**config.mk**
```make
export PLATFORM = sky130hd
export DESIGN_NAME = tanh_arbiter
export DESIGN_NICKNAME = d
export VERILOG_FILES = /design/src/rtl/tanh_arb_pkg.sv /design/src/rtl/tanh_arbiter_rr_pick.sv /design/src/rtl/tanh_arbiter.sv
export SDC_FILE = /design/constraint.sdc
export NUM_CORES = 1
export LEC_CHECK = 0
export CORE_MARGIN = 2
export CORE_UTILIZATION = 40
export CTS_CLUSTER_DIAMETER = 30
export CTS_CLUSTER_SIZE = 10
export DETAILED_ROUTE_END_ITERATION = 8
export PLACE_DENSITY = 0.7
export SLEW_MARGIN = 20
export SYNTH_ARGS = -nofsm -noshare
export SYNTH_HDL_FRONTEND = slang
export SYNTH_SLANG_ARGS = --single-unit
```
**constraint.sdc**
```tcl
create_clock -name Clk -period 5.5 [get_ports Clk]
set_clock_uncertainty 0.2 [all_clocks]
set_input_delay 1.1 -clock Clk [delete_from_list [all_inputs] [get_ports Clk]]
set_output_delay 1.1 -clock Clk [all_outputs]
set_load 0.05 [all_outputs]
```
**src/rtl/tanh_arb_pkg.sv**
```systemverilog
// Shared types and constants for the tanh engine arbiter.
package tanh_arb_pkg;

  localparam int STATE_W     = 3;
  localparam int TMO_DEFAULT = 64;

  typedef enum logic [STATE_W-1:0] {
    IDLE      = 3'd0,
    LAUNCH    = 3'd1,
    WAIT_ACK  = 3'd2,
    WAIT_DONE = 3'd3,
    DELIVER   = 3'd4,
    DRAIN     = 3'd5
  } state_t;

endpackage

```
**src/rtl/tanh_arbiter_rr_pick.sv**
```systemverilog
// Combinational round-robin picker: first asserted req at ptr, ptr+1, ... with wrap.
module rr_pick
  import tanh_arb_pkg::*;
#(
  parameter int NREQ = 4,
  localparam int IW  = $clog2(NREQ)
) (
  input  logic [NREQ-1:0] req,
  input  logic [IW-1:0]   ptr,
  output logic [NREQ-1:0] gnt,
  output logic [IW-1:0]   idx
);

  always_comb begin
    int unsigned sum;
    logic [IW-1:0] cand;
    logic found;
    gnt   = '0;
    idx   = '0;
    found = 1'b0;
    sum   = 0;
    cand  = '0;
    for (int unsigned off = 0; off < NREQ; off++) begin
      sum = int'(ptr) + off;
      if (sum >= NREQ) sum = sum - NREQ;
      cand = IW'(sum);
      if (!found && req[cand]) begin
        gnt[cand] = 1'b1;
        idx       = cand;
        found     = 1'b1;
      end
    end
  end

endmodule

```
**src/rtl/tanh_arbiter.sv**
```systemverilog
// Round-robin arbiter/sequencer sharing one tanh series engine among NREQ requesters,
// with a per-run watchdog that aborts a stuck engine and drains it before the next grant.
module tanh_arbiter
  import tanh_arb_pkg::*;
#(
  parameter int NREQ = 4,
  parameter int W    = 8,
  parameter int TMO  = TMO_DEFAULT
) (
  input  logic            Clk,
  input  logic            Rst_n,
  input  logic [NREQ-1:0] req,
  input  logic [NREQ*W-1:0] x_in,
  output logic [NREQ-1:0] grant,
  output logic            done,
  output logic            err,
  output logic [W-1:0]    y_out,
  output logic            eng_start,
  output logic [W-1:0]    eng_x,
  input  logic            eng_ready,
  input  logic [W-1:0]    eng_y,
  output logic            busy
);

  localparam int IW  = $clog2(NREQ);
  localparam int WDW = $clog2(TMO) + 1;

  state_t          state;
  logic [IW-1:0]   ptr;
  logic [IW-1:0]   winner;
  logic [IW-1:0]   next_ptr;
  logic [IW-1:0]   pick_idx;
  logic [NREQ-1:0] pick_gnt;
  logic [W-1:0]    pick_x;
  logic [WDW-1:0]  wd;
  logic            wd_expired;

  rr_pick #(.NREQ(NREQ)) u_pick (
    .req (req),
    .ptr (ptr),
    .gnt (pick_gnt),
    .idx (pick_idx)
  );

  always_comb begin
    pick_x = '0;
    for (int unsigned i = 0; i < NREQ; i++) begin
      if (pick_idx == IW'(i)) pick_x = x_in[i*W +: W];
    end
  end

  assign wd_expired = (wd == WDW'(TMO - 1));
  assign next_ptr   = (winner == IW'(NREQ - 1)) ? '0 : winner + IW'(1);
  assign busy       = (state != IDLE);

  always_ff @(posedge Clk or negedge Rst_n) begin
    if (!Rst_n) begin
      state     <= IDLE;
      grant     <= '0;
      done      <= 1'b0;
      err       <= 1'b0;
      y_out     <= '0;
      eng_start <= 1'b0;
      eng_x     <= '0;
      ptr       <= '0;
      winner    <= '0;
      wd        <= '0;
    end else begin
      done      <= 1'b0;
      eng_start <= 1'b0;
      case (state)
        IDLE: begin
          if (|req && eng_ready) begin
            grant  <= pick_gnt;
            winner <= pick_idx;
            eng_x  <= pick_x;
            wd     <= '0;
            state  <= LAUNCH;
          end
        end
        LAUNCH: begin
          eng_start <= 1'b1;
          state     <= WAIT_ACK;
        end
        WAIT_ACK, WAIT_DONE: begin
          // Watchdog wins over a same-cycle ready so an aborted run never reports success.
          if (wd_expired) begin
            done  <= 1'b1;
            err   <= 1'b1;
            y_out <= '0;
            ptr   <= next_ptr;
            grant <= '0;
            state <= DRAIN;
          end else begin
            wd <= wd + WDW'(1);
            if (state == WAIT_ACK && !eng_ready) begin
              state <= WAIT_DONE;
            end else if (state == WAIT_DONE && eng_ready) begin
              y_out <= eng_y;
              done  <= 1'b1;
              err   <= 1'b0;
              state <= DELIVER;
            end
          end
        end
        DELIVER: begin
          ptr   <= next_ptr;
          grant <= '0;
          state <= IDLE;
        end
        DRAIN: begin
          if (eng_ready) state <= IDLE;
        end
        default: state <= IDLE;
      endcase
    end
  end

endmodule

```
==> run metrics <==
CP Class=primary input to register; slack of the worst reg-to-reg path=1.83 ns; share of the synthesized area in the top cell type=41.1%; VDD IR max=252 uV; area leader, netlist=dfrtp_1; fmax=0.260 GHz; Starting Density=41.2%; routed wl met2=2.42 mm; Distinct cells, synth=51; Detailed Place HPWL=3.74 mm; met3 wire len=232 um; Setup WS pre-CTS=1.33 ns; Crit. End Element=register; vias in the first global route=1852; Rows=27; Die X-Extent=79.1 um; # setup viols final=0; Worst-Margin Slew=1.03 ns; H-tree levels=2; vias=1887; warnings from Yosys=0; Max Slew Vio Count=0; Setup crit start kind=primary input; Clock Pin Slew Worst Setup and Hold Paths=0.08 ns; reg2reg path depth=8; Post-synth EDFFs=0; Final WS setup=1.66 ns; number of inserted diodes=0; GRT Util Overall=17.1%; CTS Sinks=37; number of buffers created by CTS=5; R2R Path End=eng_x[2]; CTS root buf=clkbuf_8; asr flop ratio synth=100%; Cells after Synth=221; syn_nets=277; Hold Path Class=register to register; Hold Vio Cnt, Final=0; leakage power=1.27 nW; Remaining Overflow, GRT=0; hold_buf cts=0; core box area=0.00547 sq mm; hold wc startpoint=winner[1]; nets@finish=341; Port Buffers=70; CTS max path bufs=2; initial antenna violation count=0; total of max-cap violations=0; DR pass1 iterations=5; Via density=5.27; # Post-CTS Setup Buffers=0; status=completed; period utilisation layout=69.9%; Critical R2R Launch=ptr[0]; worst hold slack=0.284 ns; Highest Signal Layer=met4; CP Data Required Time=5.48 ns; crit path DAT=3.83 ns; Wirelength per Cell=14.1 um; final wirelength=5.05 mm; CTS tree=built; Synth-to-Final Area Change=33.4%; Synth Register Bits=37; Post-CTS Resized=0; largest net degree at the start of global routing=38; min cycle time layout=3.84 ns; Die H=79.1 um; syn avg cell area=10.2 sq um; Worst slew margin=31.3%; Antenna Nets Post-Route=0; met1 WL=2.36 mm; DIE AREA=0.00625 sq mm; PD cells=570 mW/mm^2; first-pass GRT wire length=8.46 mm; Synth Flop Type=dfrtp_1; placer congestion estimate=0.820; sequential fraction of the synthesis area=41.1%; IO Count=71; RSZ-0062 raised after global routing=false; WHS Path Cells=2; Fin Setup TNS=0 ns; hold endpoint=winner[1]; top post-synthesis cells by area=dfrtp_1 41%, mux2i_1 8.9%, ha_1 5.0%; drt drc=0; critical path fanouts, max=17; worst skew pair latency=0.28 ns; Iteration-0 DRC Markers=91; share of cells above drive strength 1=6.64%; Netlist Area Pre-Place=0.00225 sq mm
==> area by class of cell <==
class,instances,area (sq um)
clock buffer,5,68.8
fill,515,2470
timing repair buffer,70,696
multi-input combinational,166,1190
clock inverter,3,17.5
tap,72,90.1
inverter,5,18.8
sequential,37,926
==> worst max-delay path by stage <==
stage                           to  slack [ns]   start  cells after the start
final                     eng_x[2]        1.66  req[3]                      7
after global routing      eng_x[2]        1.47  req[2]                      7
after CTS                 eng_x[2]        1.63  req[3]                      7
after detailed placement  eng_x[2]        1.33  req[3]                      7
after global placement    eng_x[3]        1.41  req[3]                      7
after floorplan           eng_x[4]        2.50  req[3]                      9
==> worst max-delay path, cell delays in order <==
cell and delay, ns:
clkdlybuf4s50_1 0.61, mux4_2 0.57, inv_2 0.08, a211oi_2 0.05
o31ai_4 0.90, mux2i_1 0.17, a221oi_1 0.33
==> metal layers <==
| layer | vias up | track usage (%) |
|---|---|---|
| li1 | 943 | - |
| met1 | 901 | 22.7 |
| met2 | 38 | 27.2 |
| met3 | 5 | 5.00 |
| met4 | 0 | 4.66 |
| met5 | - | 0 |
==> cells in the final DEF, fill, tap and decap left out, types with 5 or more instances in the layout <==
cell and instances:
a21boi_0 7, a22o_1 8, clkbuf_8 5, clkdlybuf4s50_1 69, dfrtp_1 37, ha_1 9
mux2i_1 20, nand2_1 27, nor2_1 19, o21ai_0 13, o221ai_1 5
==> state kept, by name (all words and copies together), names as in the netlist <==
signal and flops:
ptr 2, eng_start 1, y_out 8, state 3
done 1, winner 2, eng_x 8, wd 7
err 1, grant 4
==> through the flow <==
stage               instance area (sq um)  power, W  std cells  utilization [%]
floorplan                            2250   0.00128        221                -
global placement                     2920   0.00153        350             53.4
detailed placement                   2920   0.00154        350             53.4
CTS                                  3010   0.00173        358             54.9
global route                         3010   0.00184        358             54.9
finish                               3010   0.00171        358             54.9
==> report_power, final <==
group          leakage [nW]  total, W  switching [W]  internal (W)
sequential            0.468  0.000490       0.000104      0.000386
clock                0.0439  0.000183      0.0000958     0.0000874
combinational         0.760   0.00104       0.000624      0.000416
==> cells in the mapped netlist, types with 2 or more instances <==
master     n
ha_1       9
nand2b_1   2
buf_6      3
o221ai_1   5
o21ai_0   13
a221oi_1   3
and3_1     2
inv_1      4
or3_1      4
o31ai_1    2
nor4b_1    2
nand4_1    2
buf_2      2
dfrtp_1   37
nor2b_1    3
o21ai_1    2
a22o_1     8
nand2_1   27
nor2_1    19
clkbuf_1   5
a21oi_1    4
mux2i_1   20
nand3_1    3
xor2_1     4
a21boi_0   7
a222oi_1   4
==> cells by family (layout without fill, tap and decap cells) <==
family | after synthesis | after routing | share of synthesized area (%)
and+or+nand+nor | 73 | 73 | 16.0
AOI/OAI and AO/OA | 58 | 58 | 19.5
DFF | 37 | 37 | 41.1
muxes | 22 | 22 | 10.4
buffers and inverters | 18 | 83 | 6.55
adders and majority gates | 9 | 9 | 4.99
xor gates and xnor gates | 4 | 4 | 1.55
Note: power is estimated with default switching activity, not from simulation.
